<file path="src/rtl/wb_spi_slave_pkg.sv">
// Shared definitions for the Wishbone SPI target: register map, STATUS/CTRL bit
// positions and the transfer FSM state encoding.
package wb_spi_slave_pkg;

  // Register offsets, decoded from wb_adr_i[3:2]
  localparam logic [1:0] RegRxdata = 2'd0;
  localparam logic [1:0] RegTxdata = 2'd1;
  localparam logic [1:0] RegStatus = 2'd2;
  localparam logic [1:0] RegCtrl   = 2'd3;

  // STATUS bit indices
  localparam int unsigned StatRxAvail  = 0;
  localparam int unsigned StatRxFull   = 1;
  localparam int unsigned StatTxFull   = 2;
  localparam int unsigned StatOverrun  = 3;
  localparam int unsigned StatUnderrun = 4;
  localparam int unsigned StatBusy     = 5;
  localparam int unsigned StatCsActive = 6;

  // CTRL bit indices
  localparam int unsigned CtrlIeRx    = 0;
  localparam int unsigned CtrlIeTx    = 1;
  localparam int unsigned CtrlIeErr   = 2;
  localparam int unsigned CtrlClrOvr  = 8;
  localparam int unsigned CtrlClrUnd  = 9;

  typedef enum logic [1:0] {
    StIdle  = 2'd0,
    StLoad  = 2'd1,
    StShift = 2'd2
  } spi_state_e;

endpackage

</file>
<file path="src/rtl/wb_spi_slave_if.sv">
// Wishbone classic bus bundle between a bus master (conbus) and the SPI target.
// Signal names are from the target's point of view (_i = into the target).
//   wb_adr_i  byte address, wb_dat_i write data, wb_dat_o read data,
//   wb_stb_i/wb_cyc_i strobe/cycle, wb_we_i write enable, wb_sel_i byte lanes,
//   wb_ack_o one-cycle acknowledge.
interface wb_spi_slave_if;
  logic [31:0] wb_adr_i;
  logic [31:0] wb_dat_i;
  logic [31:0] wb_dat_o;
  logic        wb_stb_i;
  logic        wb_cyc_i;
  logic        wb_we_i;
  logic [3:0]  wb_sel_i;
  logic        wb_ack_o;

  modport master (
    output wb_adr_i, wb_dat_i, wb_stb_i, wb_cyc_i, wb_we_i, wb_sel_i,
    input  wb_dat_o, wb_ack_o
  );

  modport slave (
    input  wb_adr_i, wb_dat_i, wb_stb_i, wb_cyc_i, wb_we_i, wb_sel_i,
    output wb_dat_o, wb_ack_o
  );
endinterface

</file>
<file path="src/rtl/spi_rx_fifo.sv">
// Synchronous receive FIFO for bytes collected from the SPI master.
//   clk_i/rst_ni  clock, async active-low reset
//   push_i/data_i write request and data; accepted when not full, or when a pop
//                 in the same cycle frees a slot
//   pop_i         drop the head entry (ignored when empty)
//   data_o        current head entry
//   full_o/empty_o/count_o occupancy
module spi_rx_fifo #(
  parameter int unsigned Depth = 4,
  parameter int unsigned Width = 8
) (
  input  logic                       clk_i,
  input  logic                       rst_ni,
  input  logic                       push_i,
  input  logic [Width-1:0]           data_i,
  input  logic                       pop_i,
  output logic [Width-1:0]           data_o,
  output logic                       full_o,
  output logic                       empty_o,
  output logic [$clog2(Depth):0]     count_o
);

  localparam int unsigned AddrW = $clog2(Depth);
  localparam int unsigned CntW  = AddrW + 1;
  localparam logic [CntW-1:0] DepthCnt = CntW'(Depth);

  logic [Width-1:0] mem_q [Depth];
  logic [AddrW-1:0] wr_ptr_q, rd_ptr_q;
  logic [CntW-1:0]  count_q, count_d;
  logic             do_push, do_pop;

  assign empty_o = (count_q == '0);
  assign full_o  = (count_q == DepthCnt);
  assign count_o = count_q;
  assign data_o  = mem_q[rd_ptr_q];

  assign do_pop  = pop_i & ~empty_o;
  assign do_push = push_i & (~full_o | do_pop);

  always_comb begin
    count_d = count_q;
    unique case ({do_push, do_pop})
      2'b10:   count_d = count_q + CntW'(1);
      2'b01:   count_d = count_q - CntW'(1);
      default: count_d = count_q;
    endcase
  end

  // Power-of-two depth: pointer overflow is the modulo wrap.
  always_ff @(posedge clk_i or negedge rst_ni) begin
    if (!rst_ni) begin
      wr_ptr_q <= '0;
      rd_ptr_q <= '0;
      count_q  <= '0;
    end else begin
      if (do_push) wr_ptr_q <= wr_ptr_q + AddrW'(1);
      if (do_pop)  rd_ptr_q <= rd_ptr_q + AddrW'(1);
      count_q <= count_d;
    end
  end

  always_ff @(posedge clk_i) begin
    if (do_push) mem_q[wr_ptr_q] <= data_i;
  end

endmodule

</file>
<file path="src/rtl/wb_spi_slave.sv">
// Wishbone-attached SPI target, mode 0, 8-bit frames, MSB first. All SPI pins are
// oversampled in the clk domain (f_clk >= 8 x f_sck).
//   clk, rst      system clock, async active-low reset
//   wb            Wishbone slave port (RXDATA, TXDATA, STATUS, CTRL at adr[3:2])
//   intr          level interrupt from rx_avail / tx empty / error flags
//   spi_sck, spi_cs_n, spi_mosi  pins from the external master
//   spi_miso, spi_miso_oe        slave data out and its pad enable
module wb_spi_slave
  import wb_spi_slave_pkg::*;
#(
  parameter int unsigned rx_depth  = 4,
  parameter logic [7:0]  idle_fill = 8'hFF
) (
  input  logic                 clk,
  input  logic                 rst,
  wb_spi_slave_if.slave        wb,
  output logic                 intr,
  input  logic                 spi_sck,
  input  logic                 spi_cs_n,
  input  logic                 spi_mosi,
  output logic                 spi_miso,
  output logic                 spi_miso_oe
);

  // ---------------------------------------------------------------------------
  // Pin synchronizers and edge detectors
  // ---------------------------------------------------------------------------
  logic [1:0] sck_sync_q, cs_sync_q, mosi_sync_q;
  logic       sck_prev_q, cs_prev_q;
  logic       sck_s, cs_s, mosi_s;
  logic       sck_rise, sck_fall, cs_fall;

  // cs stages reset high so releasing reset never looks like a select.
  always_ff @(posedge clk or negedge rst) begin
    if (!rst) begin
      sck_sync_q  <= 2'b00;
      cs_sync_q   <= 2'b11;
      mosi_sync_q <= 2'b00;
      sck_prev_q  <= 1'b0;
      cs_prev_q   <= 1'b1;
    end else begin
      sck_sync_q  <= {sck_sync_q[0], spi_sck};
      cs_sync_q   <= {cs_sync_q[0], spi_cs_n};
      mosi_sync_q <= {mosi_sync_q[0], spi_mosi};
      sck_prev_q  <= sck_sync_q[1];
      cs_prev_q   <= cs_sync_q[1];
    end
  end

  assign sck_s    = sck_sync_q[1];
  assign cs_s     = cs_sync_q[1];
  assign mosi_s   = mosi_sync_q[1];
  assign sck_rise = sck_s & ~sck_prev_q;
  assign sck_fall = ~sck_s & sck_prev_q;
  assign cs_fall  = cs_prev_q & ~cs_s;

  // ---------------------------------------------------------------------------
  // Register state
  // ---------------------------------------------------------------------------
  spi_state_e  state_q, state_d;
  logic [3:0]  bit_cnt_q, bit_cnt_d;
  logic [7:0]  tx_shift_q, tx_shift_d;
  logic [7:0]  rx_shift_q, rx_shift_d;
  logic [7:0]  tx_hold_q, tx_hold_d;
  logic        tx_full_q, tx_full_d;
  logic        overrun_q, overrun_d;
  logic        underrun_q, underrun_d;
  logic [2:0]  ie_q, ie_d;
  logic        ack_q;
  logic [31:0] dat_q, dat_d;

  logic        load;
  logic        push;
  logic [7:0]  push_data;

  logic        fifo_pop, fifo_full, fifo_empty;
  logic [7:0]  fifo_head;
  logic [$clog2(rx_depth):0] fifo_count;

  // ---------------------------------------------------------------------------
  // Transfer FSM
  // ---------------------------------------------------------------------------
  always_comb begin
    state_d    = state_q;
    bit_cnt_d  = bit_cnt_q;
    tx_shift_d = tx_shift_q;
    rx_shift_d = rx_shift_q;
    load       = 1'b0;
    push       = 1'b0;
    push_data  = {rx_shift_q[6:0], mosi_s};

    unique case (state_q)
      StIdle: begin
        if (cs_fall) state_d = StLoad;
      end
      StLoad: begin
        load      = 1'b1;
        bit_cnt_d = 4'd0;
        state_d   = cs_s ? StIdle : StShift;
      end
      StShift: begin
        // A rise coinciding with cs release is still processed so a completed
        // byte is pushed before returning to idle.
        if (sck_rise) begin
          rx_shift_d = push_data;
          bit_cnt_d  = bit_cnt_q + 4'd1;
          if (bit_cnt_q == 4'd7) push = 1'b1;
        end else if (sck_fall && !cs_s) begin
          if (bit_cnt_q == 4'd8) begin
            // Byte boundary: prepare the next byte for back-to-back transfers.
            load      = 1'b1;
            bit_cnt_d = 4'd0;
          end else if (bit_cnt_q != 4'd0) begin
            tx_shift_d = {tx_shift_q[6:0], 1'b0};
          end
        end
        if (cs_s) state_d = StIdle;
      end
      default: state_d = StIdle;
    endcase

    if (load) tx_shift_d = tx_full_q ? tx_hold_q : idle_fill;
  end

  always_ff @(posedge clk or negedge rst) begin
    if (!rst) begin
      state_q    <= StIdle;
      bit_cnt_q  <= 4'd0;
      tx_shift_q <= 8'hFF;
      rx_shift_q <= 8'h00;
    end else begin
      state_q    <= state_d;
      bit_cnt_q  <= bit_cnt_d;
      tx_shift_q <= tx_shift_d;
      rx_shift_q <= rx_shift_d;
    end
  end

  assign spi_miso_oe = (state_q == StShift);
  assign spi_miso    = spi_miso_oe ? tx_shift_q[7] : 1'b1;

  // ---------------------------------------------------------------------------
  // Receive FIFO
  // ---------------------------------------------------------------------------
  spi_rx_fifo #(
    .Depth (rx_depth),
    .Width (8)
  ) u_rx_fifo (
    .clk_i   (clk),
    .rst_ni  (rst),
    .push_i  (push),
    .data_i  (push_data),
    .pop_i   (fifo_pop),
    .data_o  (fifo_head),
    .full_o  (fifo_full),
    .empty_o (fifo_empty),
    .count_o (fifo_count)
  );

  // ---------------------------------------------------------------------------
  // Wishbone register block
  // ---------------------------------------------------------------------------
  logic        wb_req;
  logic [1:0]  reg_sel;
  logic        wr_tx, wr_ctrl, rd_rx;
  logic [31:0] status_word, rdata;

  assign wb_req   = wb.wb_stb_i & wb.wb_cyc_i & ~ack_q;
  assign reg_sel  = wb.wb_adr_i[3:2];
  assign wr_tx    = wb_req & wb.wb_we_i & (reg_sel == RegTxdata);
  assign wr_ctrl  = wb_req & wb.wb_we_i & (reg_sel == RegCtrl);
  assign rd_rx    = wb_req & ~wb.wb_we_i & (reg_sel == RegRxdata);
  assign fifo_pop = rd_rx & ~fifo_empty;

  always_comb begin
    status_word               = '0;
    status_word[StatRxAvail]  = ~fifo_empty;
    status_word[StatRxFull]   = fifo_full;
    status_word[StatTxFull]   = tx_full_q;
    status_word[StatOverrun]  = overrun_q;
    status_word[StatUnderrun] = underrun_q;
    status_word[StatBusy]     = (state_q != StIdle);
    status_word[StatCsActive] = ~cs_s;
  end

  always_comb begin
    rdata = '0;
    unique case (reg_sel)
      RegRxdata: rdata = fifo_empty ? 32'd0 : {24'd0, fifo_head};
      RegTxdata: rdata = '0;
      RegStatus: rdata = status_word;
      RegCtrl:   rdata = {29'd0, ie_q};
      default:   rdata = '0;
    endcase
    dat_d = (wb_req && !wb.wb_we_i) ? rdata : 32'd0;
  end

  // Clears are applied before sets so a flag event in the same cycle as a
  // software clear is not lost; a TXDATA write lands after the FSM has taken
  // the previous holding value.
  always_comb begin
    tx_hold_d  = tx_hold_q;
    tx_full_d  = tx_full_q;
    overrun_d  = overrun_q;
    underrun_d = underrun_q;
    ie_d       = ie_q;

    if (wr_ctrl) begin
      ie_d = wb.wb_dat_i[2:0];
      if (wb.wb_dat_i[CtrlClrOvr]) overrun_d  = 1'b0;
      if (wb.wb_dat_i[CtrlClrUnd]) underrun_d = 1'b0;
    end

    if (load) begin
      if (tx_full_q) tx_full_d  = 1'b0;
      else           underrun_d = 1'b1;
    end

    if (push && fifo_full && !fifo_pop) overrun_d = 1'b1;

    if (wr_tx) begin
      tx_hold_d = wb.wb_dat_i[7:0];
      tx_full_d = 1'b1;
    end
  end

  always_ff @(posedge clk or negedge rst) begin
    if (!rst) begin
      tx_hold_q  <= 8'h00;
      tx_full_q  <= 1'b0;
      overrun_q  <= 1'b0;
      underrun_q <= 1'b0;
      ie_q       <= 3'b000;
      ack_q      <= 1'b0;
      dat_q      <= 32'd0;
    end else begin
      tx_hold_q  <= tx_hold_d;
      tx_full_q  <= tx_full_d;
      overrun_q  <= overrun_d;
      underrun_q <= underrun_d;
      ie_q       <= ie_d;
      ack_q      <= wb_req;
      dat_q      <= dat_d;
    end
  end

  assign wb.wb_ack_o = ack_q;
  assign wb.wb_dat_o = dat_q;

  assign intr = (ie_q[CtrlIeRx] & ~fifo_empty) |
                (ie_q[CtrlIeTx] & ~tx_full_q) |
                (ie_q[CtrlIeErr] & (overrun_q | underrun_q));

  // Address/data bits outside the decoded fields and the byte lanes.
  logic unused_bits;
  assign unused_bits = ^{wb.wb_adr_i[31:4], wb.wb_adr_i[1:0], wb.wb_dat_i[31:10],
                         wb.wb_sel_i, fifo_count};

endmodule

</file>
<file path="src/flat_wrapper.sv">
// flat-port wrapper written by rule: the top's interface ports become plain ports
module wb_spi_slave_flat import wb_spi_slave_pkg::*;
#(
  parameter int unsigned rx_depth  = 4,
  parameter logic [7:0]  idle_fill = 8'hFF
)
  (clk, rst, intr, spi_sck, spi_cs_n, spi_mosi, spi_miso, spi_miso_oe, wb_wb_adr_i, wb_wb_dat_i, wb_wb_stb_i, wb_wb_cyc_i, wb_wb_we_i, wb_wb_sel_i, wb_wb_dat_o, wb_wb_ack_o);
  wb_spi_slave_if wb_i ();
  input  logic clk;
  input  logic rst;
  output logic intr;
  input  logic spi_sck;
  input  logic spi_cs_n;
  input  logic spi_mosi;
  output logic spi_miso;
  output logic spi_miso_oe;
  input wire logic [$bits(wb_i.wb_adr_i)-1:0] wb_wb_adr_i;
  input wire logic [$bits(wb_i.wb_dat_i)-1:0] wb_wb_dat_i;
  input wire logic [$bits(wb_i.wb_stb_i)-1:0] wb_wb_stb_i;
  input wire logic [$bits(wb_i.wb_cyc_i)-1:0] wb_wb_cyc_i;
  input wire logic [$bits(wb_i.wb_we_i)-1:0] wb_wb_we_i;
  input wire logic [$bits(wb_i.wb_sel_i)-1:0] wb_wb_sel_i;
  output wire logic [$bits(wb_i.wb_dat_o)-1:0] wb_wb_dat_o;
  output wire logic [$bits(wb_i.wb_ack_o)-1:0] wb_wb_ack_o;
  assign wb_i.wb_adr_i = wb_wb_adr_i;
  assign wb_i.wb_dat_i = wb_wb_dat_i;
  assign wb_i.wb_stb_i = wb_wb_stb_i;
  assign wb_i.wb_cyc_i = wb_wb_cyc_i;
  assign wb_i.wb_we_i = wb_wb_we_i;
  assign wb_i.wb_sel_i = wb_wb_sel_i;
  assign wb_wb_dat_o = wb_i.wb_dat_o;
  assign wb_wb_ack_o = wb_i.wb_ack_o;
  wb_spi_slave #(.rx_depth(rx_depth), .idle_fill(idle_fill)) u_core (.clk(clk), .rst(rst), .wb(wb_i), .intr(intr), .spi_sck(spi_sck), .spi_cs_n(spi_cs_n), .spi_mosi(spi_mosi), .spi_miso(spi_miso), .spi_miso_oe(spi_miso_oe));
endmodule
</file>
<file path="config.mk">
export PLATFORM = sky130hd
export DESIGN_NAME = wb_spi_slave_flat
export DESIGN_NICKNAME = d
export VERILOG_FILES = /design/src/rtl/wb_spi_slave_pkg.sv /design/src/rtl/wb_spi_slave_if.sv /design/src/rtl/spi_rx_fifo.sv /design/src/rtl/wb_spi_slave.sv /design/src/flat_wrapper.sv
export SDC_FILE = /design/constraint.sdc
export NUM_CORES = 1
export LEC_CHECK = 0
export ABC_AREA = 1
export BUFFER_PORTS_ARGS = -buffer_cell sky130_fd_sc_hd__buf_2
export CORE_MARGIN = 2
export CORE_UTILIZATION = 57
export CTS_CLUSTER_SIZE = 12
export DETAILED_ROUTE_END_ITERATION = 12
export PLACE_DENSITY = 0.85
export SLEW_MARGIN = 25
export SYNTH_ARGS = -nofsm -noshare
export SYNTH_HDL_FRONTEND = slang
export SYNTH_SLANG_ARGS = --single-unit
</file>
<file path="constraint.sdc">
create_clock -name clk -period 4.5 [get_ports clk]
set_input_delay 0.9 -clock clk [delete_from_list [all_inputs] [get_ports clk]]
set_output_delay 0.9 -clock clk [all_outputs]
set_load 0.05 [all_outputs]
</file>
==> flow_summary_export.csv, run 1 <==
group,metric,value,unit
run_status,status,"finished, final reports clean",
route,drt.antenna.violating_nets,0,
final_layout,num-nets-final,549,
logic_synthesis,synth-main-ff-cell,"dfrtp_1",
floorplan,die_area,8060,µm²
power,leakage,2.14,nW
final_layout,layout_common_cells,"nand2_1, dfrtp_1, inv_1",
floorplan,initial_core_util,0.585,
route,drtIter0Drc,295,
min_path,holdPathEnd,"u_core.mosi_sync_q[1]$_DFF_PN0_",
timing,rsz0062_at_grt,"false",
logic_synthesis,synth_edf_count,32,
timing,fin_crit_sh,0.585,
floorplan,ioPinCount,112,
logic_synthesis,yosysSeqAreaShare,0.584,
timing,period_needed,2.63,ns
timing,worstMarginPinSlew,0.775,ns
critical_path,worstReg2RegStart,"u_core.state_q[0]$_DFFE_PN0P_",
timing,setup_viol,0,
cts,post_cts_buffers,0,
critical_path,critPathMaxFanout,5,
cts,cts_buffer_depth,2,
critical_path,worstSetupEndpointType,"primary output",
logic_synthesis,synth_top_family_by_area,"simple AND/OR/NAND/NOR gates",
logic_synthesis,synthAdderAreaFrac,0.0346,
placement,gp_congestion,0.857,
power,power_density,508,nW/µm²
cts,ctsHtreeMaxLevel,3,
min_path,holdPathStages,0,
logic_synthesis,ys_warn_count,0,
critical_path,worstReg2RegEnd,"u_core.u_rx_fifo.count_o[1]$_DFFE_PN0P_",
floorplan,rows,31,
route,wire_per_inst,13.6,µm
job,max-cap-violations,0,
global_route,grt_max_degree,32,
route,via_per_inst,5.18,
cts,cts_buffers,9,
logic_synthesis,syn_area_per_cell,9.80,µm²
logic_synthesis,ys_ff_latch,91,
route,drc,0,
final_layout,diodes,0,
floorplan,die_h,89.8,µm
logic_synthesis,yosys.area_share.simple,0.198,
logic_synthesis,synth_mux_area_frac,0,
cts,holdBufCountCts,0,
timing,setup-tns-final,0,ns
placement,post-place-ws,1.55,ns
timing,finalWorstSetupSlack,1.87,ns
route,num_vias,2934,
timing,clock_skew,0.0134,ns
critical_path,rr_worst_depth,9,
critical_path,path_class,"reg2out",
cts,cts_root_buf,"clkbuf_8",
critical_path,critPathArrivalTime,1.73,ns
placement,dpl.hpwl,5.24,mm
logic_synthesis,synth-xor-area-share,0.00835,
final_layout,areaGrowthSynthToFinish,7.99,%
logic_synthesis,syn_area,4200,µm²
global_route,grt-ovfl-total,0,
placement,port_buffers,31,
power,ir_worst_vdd,0.000199,V
critical_path,r2r_slack,1.99,ns
critical_path,worst-endpoint-required,3.60,ns
global_route,grt_pass1_vias,2726,
logic_synthesis,synth_compound_area_frac,0.0728,
route,routed_wl,7.72,mm
final_layout,final_layout_size_suffix_gt1_frac,0.173,
logic_synthesis,postSynthCellCount,428,
cts,clock_latency,0.36,ns
floorplan,coreArea,7180,µm²
min_path,hp-class,"reg2reg",
logic_synthesis,async_reset_ff_frac,0.648,
cts,cts-resized-gates,0,
final_layout,final_common_cell,"nand2_1",
min_path,min_from,"u_core.mosi_sync_q[0]$_DFF_PN0_",
global_route,grt_first_pass_wirelength,12.7,mm
route,dr.pass1.iters,5,
timing,maxSlewViolCount,0,
global_route,antenna_found_initial,0,
timing,max_freq,380,MHz
cts,cts.sinks,91,
timing,relSlewSlack,0.482,
cts,cts.clk_slew.worst_paths,0.09,ns
global_route,track_usage,0.201,
floorplan,die_x,89.8,µm
timing,hold_viol,0,
cts,cts_tree,"done",
critical_path,crit_path_start_kind,"register",
logic_synthesis,synth_cell_types,35,
-- critical path: stages, from the launching register on --
cell and delay, ns:
dfrtp_1 0.39, inv_1 0.11, ha_1 0.28, inv_1 0.11, or2_2 0.28, buf_2 0.21
-- registers in the layout (all words and copies together), names as in the netlist --
name,cells
u_core.state_q,2
u_core.wb.wb_dat_o,8
u_core.u_rx_fifo.count_o,3
u_core.tx_shift_q,8
u_core.sck_prev_q,1
u_core.cs_prev_q,1
u_core.ie_q,3
u_core.rx_shift_q,7
u_core.wb.wb_ack_o,1
u_core.sck_sync_q,2
u_core.u_rx_fifo.rd_ptr_q,2
u_core.cs_sync_q,2
u_core.underrun_q,1
u_core.bit_cnt_q,4
u_core.mosi_sync_q,2
u_core.overrun_q,1
u_core.u_rx_fifo.wr_ptr_q,2
u_core.u_rx_fifo.mem_q,32
u_core.tx_hold_q,8
u_core.tx_full_q,1
-- stage by stage --
stage / util / area, µm² / power (mW) / hold slack, ns / cells
after CTS: 0.631 / 4530 / 2.30 / 0.355 / 566
after detailed placement: 0.604 / 4340 / 1.76 / 0.336 / 550
after global placement: 0.604 / 4340 / 1.72 / 0.332 / 550
after floorplan: - / 4280 / 1.63 / 0.331 / 451
after global routing: 0.631 / 4530 / 2.44 / 0.361 / 566
final: 0.631 / 4530 / 2.30 / 0.353 / 566
-- per-layer routing --
metal | part of all wire | wire length, µm | global-route usage | vias up
li1 | - | - | - | 1413
met1 | 0.44 | 3410 | 0.256 | 1398
met2 | 0.49 | 3760 | 0.333 | 110
met3 | 0.051 | 394 | 0.0310 | 13
met4 | 0.020 | 157 | 0.113 | 0
met5 | 0 | 0 | 0 | -
-- cell families (layout without fill, tap and decap cells) --
| logic type | after synthesis | in the layout |
|---|---|---|
| AO/OA/AOI/OAI | 53 | 53 |
| XOR/XNOR | 4 | 4 |
| adder cells (fa/ha/maj) | 11 | 11 |
| buffers and inverters | 83 | 99 |
| flip-flops | 91 | 91 |
| other | 1 | 24 |
| AND/OR/NAND/NOR | 185 | 185 |
-- report_power, final --
| group | leakage, nW | total (mW) | switching [mW] | internal [mW] |
|---|---|---|---|---|
| logic | 1.01 | 0.638 | 0.444 | 0.194 |
| registers | 1.04 | 1.13 | 0.113 | 1.01 |
| clock network | 0.0885 | 0.539 | 0.283 | 0.257 |
-- area by class of cell --
type	count	area, µm²
inverters	51	193
well taps	99	124
clock buffers	10	128
fillers	576	2650
multi-input cells	277	1410
clock inverters	6	66.3
flip-flops and latches	91	2450
repair buffers	32	163
-- cell usage after synthesis, types with 2 or more instances --
cell      instances  area share
o22ai_1           5      0.0075
clkinv_1          2      0.0018
a21oi_2           3      0.0063
a21oi_1           9       0.011
dfrtp_1          48        0.29
nand2_2           3      0.0045
or2_2             4      0.0060
buf_4            24       0.043
buf_6             2      0.0054
inv_1            47       0.042
ha_1             10       0.030
o21ai_2           5       0.010
buf_2             5      0.0060
xor2_1            3      0.0063
o21ai_0          26       0.031
nand3_1          44       0.052
nand4_1           2      0.0030
edfxtp_1         32        0.23
nand2_1          93       0.083
o21ai_1           4      0.0048
dfstp_2          11       0.069
nor2_1           33       0.030
-- worst max-delay path by stage --
stage / from / endpoint / slack, ns / depth (start not counted)
after floorplan: wb_wb_cyc_i / u_core.u_rx_fifo.count_o[2]$_DFFE_PN0P_ / 1.91 / 10
after global placement: wb_wb_cyc_i / u_core.u_rx_fifo.count_o[2]$_DFFE_PN0P_ / 1.65 / 11
after detailed placement: wb_wb_cyc_i / u_core.u_rx_fifo.count_o[2]$_DFFE_PN0P_ / 1.55 / 11
after CTS: u_core.state_q[0]$_DFFE_PN0P_ / spi_miso / 1.85 / 5
after global routing: u_core.state_q[0]$_DFFE_PN0P_ / spi_miso / 1.77 / 5
final: u_core.state_q[0]$_DFFE_PN0P_ / spi_miso / 1.87 / 5
Note: power is estimated with default switching activity, not from simulation.
==> inputs of run 2 (changes only) <==
ABC_AREA = 0   (was 1)
CORE_UTILIZATION = 47   (was 57)
PLACE_DENSITY = 0.75   (was 0.85)
clock period = 2.2 ns   (was 4.5 ns; I/O delays follow)
==> run 2 against run 1 <==
Compared with the run above: cell count shrank 18%; sequential power grew 98%; hold slack lost 0.34 ns; power grew 98%; register-to-register slack lost 1.9 ns.
==> flow_summary_export.csv, run 2 <==
group,metric,value,unit
route,dr.pass1.iters,4,
route,via_per_inst,5.12,
logic_synthesis,synth-main-ff-cell,"dfrtp_1",
critical_path,path_class,"reg2reg",
logic_synthesis,yosysTopAreaCell,"dfrtp_1",
critical_path,critPathMaxStageDelay,0.44,ns
critical_path,worstSetupEndpointType,"register",
timing,fin_crit_sh,0.972,
logic_synthesis,synth_cell_types,54,
cts,cts_buffers,9,
timing,hold_viol,0,
power,p_total,4.55,mW
route,routed_wl,7.06,mm
global_route,grt-ovfl-total,0,
critical_path,crit_path_top_delay_cell,"dfrtp_1",
logic_synthesis,ys_ff_latch,91,
cts,cts.sinks,91,
run_status,status,"finished, final reports clean",
timing,period_needed,2.14,ns
logic_synthesis,netlist.area_leader.share,0.292,
timing,setup_viol,0,
placement,dpl.hpwl,4.95,mm
global_route,grt_first_pass_wirelength,11.9,mm
cts,clock_latency,0.37,ns
critical_path,path_buf_inv,2,
floorplan,die_x,97.6,µm
job,max-cap-violations,0,
route,drc,0,
critical_path,critPathArrivalTime,2.43,ns
logic_synthesis,synth_area_leaders,"dfrtp_1, edfxtp_1, dfstp_2, buf_4, mux2_2",
logic_synthesis,synth_mux_area_frac,0.107,
timing,maxSlewViolCount,0,
placement,dp.cells,446,
floorplan,coreArea,8590,µm²
global_route,grt_max_degree,42,
timing,rsz0062_at_grt,"true",
placement,gp_congestion,0.773,
timing,relSlewSlack,0.643,
final_layout,num-nets-final,438,
power,ir_worst_vdd,0.000338,V
final_layout,final_layout_size_suffix_gt1_frac,0.346,
placement,port_buffers,31,
route,drtIter0Drc,82,
floorplan,die_area,9530,µm²
floorplan,ioPinCount,112,
logic_synthesis,synth-xor-area-share,0.0128,
final_layout,finish.instance_area,4720,µm²
cts,cts.clk_slew.worst_paths,0.10,ns
timing,finalWorstSetupSlack,0.0623,ns
critical_path,crit_chain,"ha_4 > and3b_2 > and4_4 > nor2b_4 > inv_2 > ha_4 > inv_2 > fa_2 > xor2_1 > nor2_1 > xnor2_1",
logic_synthesis,synth_compound_area_frac,0.0732,
critical_path,crit_path_start_kind,"register",
power,power_density,964,nW/µm²
logic_synthesis,postSynthCellCount,297,
critical_path,r2r_slack,0.06,ns
floorplan,rows,34,
min_path,hp-class,"in2async",
logic_synthesis,synth_commonest_cells,"dfrtp_1, edfxtp_1, buf_4",
logic_synthesis,ys_warn_count,0,
timing,hold_ws,0.0165,ns
cts,cts_tree,"done",
critical_path,worst-endpoint-required,2.50,ns
placement,place_area,4490,µm²
logic_synthesis,yosys.area_share.simple,0.104,
cts,cts_buffer_depth,2,
floorplan,die_h,97.6,µm
cts,ctsHtreeMaxLevel,3,
route,num_vias,2376,
final_layout,regMostFlops,"u_core.u_rx_fifo.mem_q",
logic_synthesis,yosysSeqAreaShare,0.595,
timing,worstMarginPinSlew,0.535,ns
logic_synthesis,syn_area_per_cell,13.9,µm²
route,drt.antenna.violating_nets,0,
logic_synthesis,synthAdderAreaFrac,0.0352,
critical_path,critPathMaxFanout,3,
final_layout,largest_reg_flops,32,
power,leakage,2.05,nW
critical_path,worstReg2RegStart,"u_core.state_q[1]$_DFFE_PN0P_",
logic_synthesis,synth_edf_count,32,
route,wire_per_inst,15.2,µm
timing,max_freq,468,MHz
global_route,track_usage,0.161,
global_route,antenna_found_initial,0,
critical_path,crit_family,"adder cells",
critical_path,rr_worst_depth,11,
final_layout,diodes,0,
cts,cts_root_buf,"clkbuf_8",
final_layout,layout_common_cells,"dfrtp_1, edfxtp_1, buf_2",
final_layout,areaGrowthSynthToFinish,14.6,%
logic_synthesis,yosysMostFrequentCell,"dfrtp_1",
floorplan,initial_core_util,0.479,
final_layout,stdcell_count,464,
logic_synthesis,async_reset_ff_frac,0.648,
final_layout,final_common_cell,"dfrtp_1",
timing,clock_skew,0.0157,ns
placement,post-place-ws,-0.110,ns
logic_synthesis,synth_top_family_by_area,"multiplexers",
logic_synthesis,syn_area,4120,µm²
global_route,grt_pass1_vias,2479,
critical_path,worstReg2RegEnd,"u_core.u_rx_fifo.count_o[2]$_DFFE_PN0P_",
-- run 2: cell types whose count changed after synthesis, moves of 8 or more --
cell     before  now
nand2_1      93   12
nand3_1      44    4
inv_1        47   17
nor2_1       33   12
mux2_2        0   16
o21ai_0      26   10
mux4_2        0    8
-- run 2: worst max-delay path by stage --
stage                                   from                                       to  slack [ns]  cells past startpoint
2_1_floorplan   u_core.wb.wb_ack_o$_DFF_PN0_  u_core.u_rx_fifo.count_o[2]$_DFFE_PN0P_       -0.02                      9
3_3_place_gp                      wb_wb_we_i  u_core.u_rx_fifo.count_o[2]$_DFFE_PN0P_       -0.06                     10
3_5_place_dp                      wb_wb_we_i  u_core.u_rx_fifo.count_o[2]$_DFFE_PN0P_       -0.11                     10
4_1_cts        u_core.state_q[1]$_DFFE_PN0P_  u_core.u_rx_fifo.count_o[2]$_DFFE_PN0P_        0.01                     11
5_1_grt         u_core.wb.wb_ack_o$_DFF_PN0_  u_core.u_rx_fifo.count_o[2]$_DFFE_PN0P_       -0.07                      9
6_report       u_core.state_q[1]$_DFFE_PN0P_  u_core.u_rx_fifo.count_o[2]$_DFFE_PN0P_        0.06                     11
-- run 2: power by group --
part	internal [mW]	switching [mW]	leakage [nW]
sequential	2.02	0.221	1.03
clock	0.453	0.661	0.101
combinational	0.533	0.665	0.921
-- run 2: area by class of cell --
cell class	count	area, µm²
repair buffers	53	383
fillers	722	3870
clock inverters	7	73.8
inverters	17	63.8
well taps	108	135
clock buffers	9	124
flip-flops and latches	91	2450
multi-input cells	179	1490
-- run 2: cell families (layout without fill, tap and decap cells) --
| kind of cell | Yosys count | in the layout |
|---|---|---|
| AND/OR/NAND/NOR | 64 | 64 |
| flip-flops | 91 | 91 |
| XOR/XNOR | 6 | 6 |
| other | 1 | 24 |
| adder cells (fa/ha/maj) | 11 | 11 |
| AO/OA/AOI/OAI | 42 | 42 |
| buffers and inverters | 50 | 86 |
| multiplexers | 32 | 32 |
-- run 2: through the flow --
step / utilization / TNS [ns]
2_1_floorplan: - / -0.0215
3_3_place_gp: 0.523 / -0.0569
3_5_place_dp: 0.523 / -0.110
4_1_cts: 0.547 / 0
5_1_grt: 0.549 / -0.0810
6_report: 0.549 / 0
-- run 2: per-layer routing --
layer	vias up	GRT usage	part of all wire
met5	-	0	0
met3	10	0.0345	0.044
met1	1187	0.204	0.44
met2	58	0.265	0.49
li1	1121	-	-
met4	0	0.0716	0.020
-- run 2: repair_timing --
action                     in CTS  in global routing
setup buffers                   1                  1
resized for setup               1                  3
pin swaps                       1                  3
setup endpoints to repair       1                  2
hold buffers                    0                  0
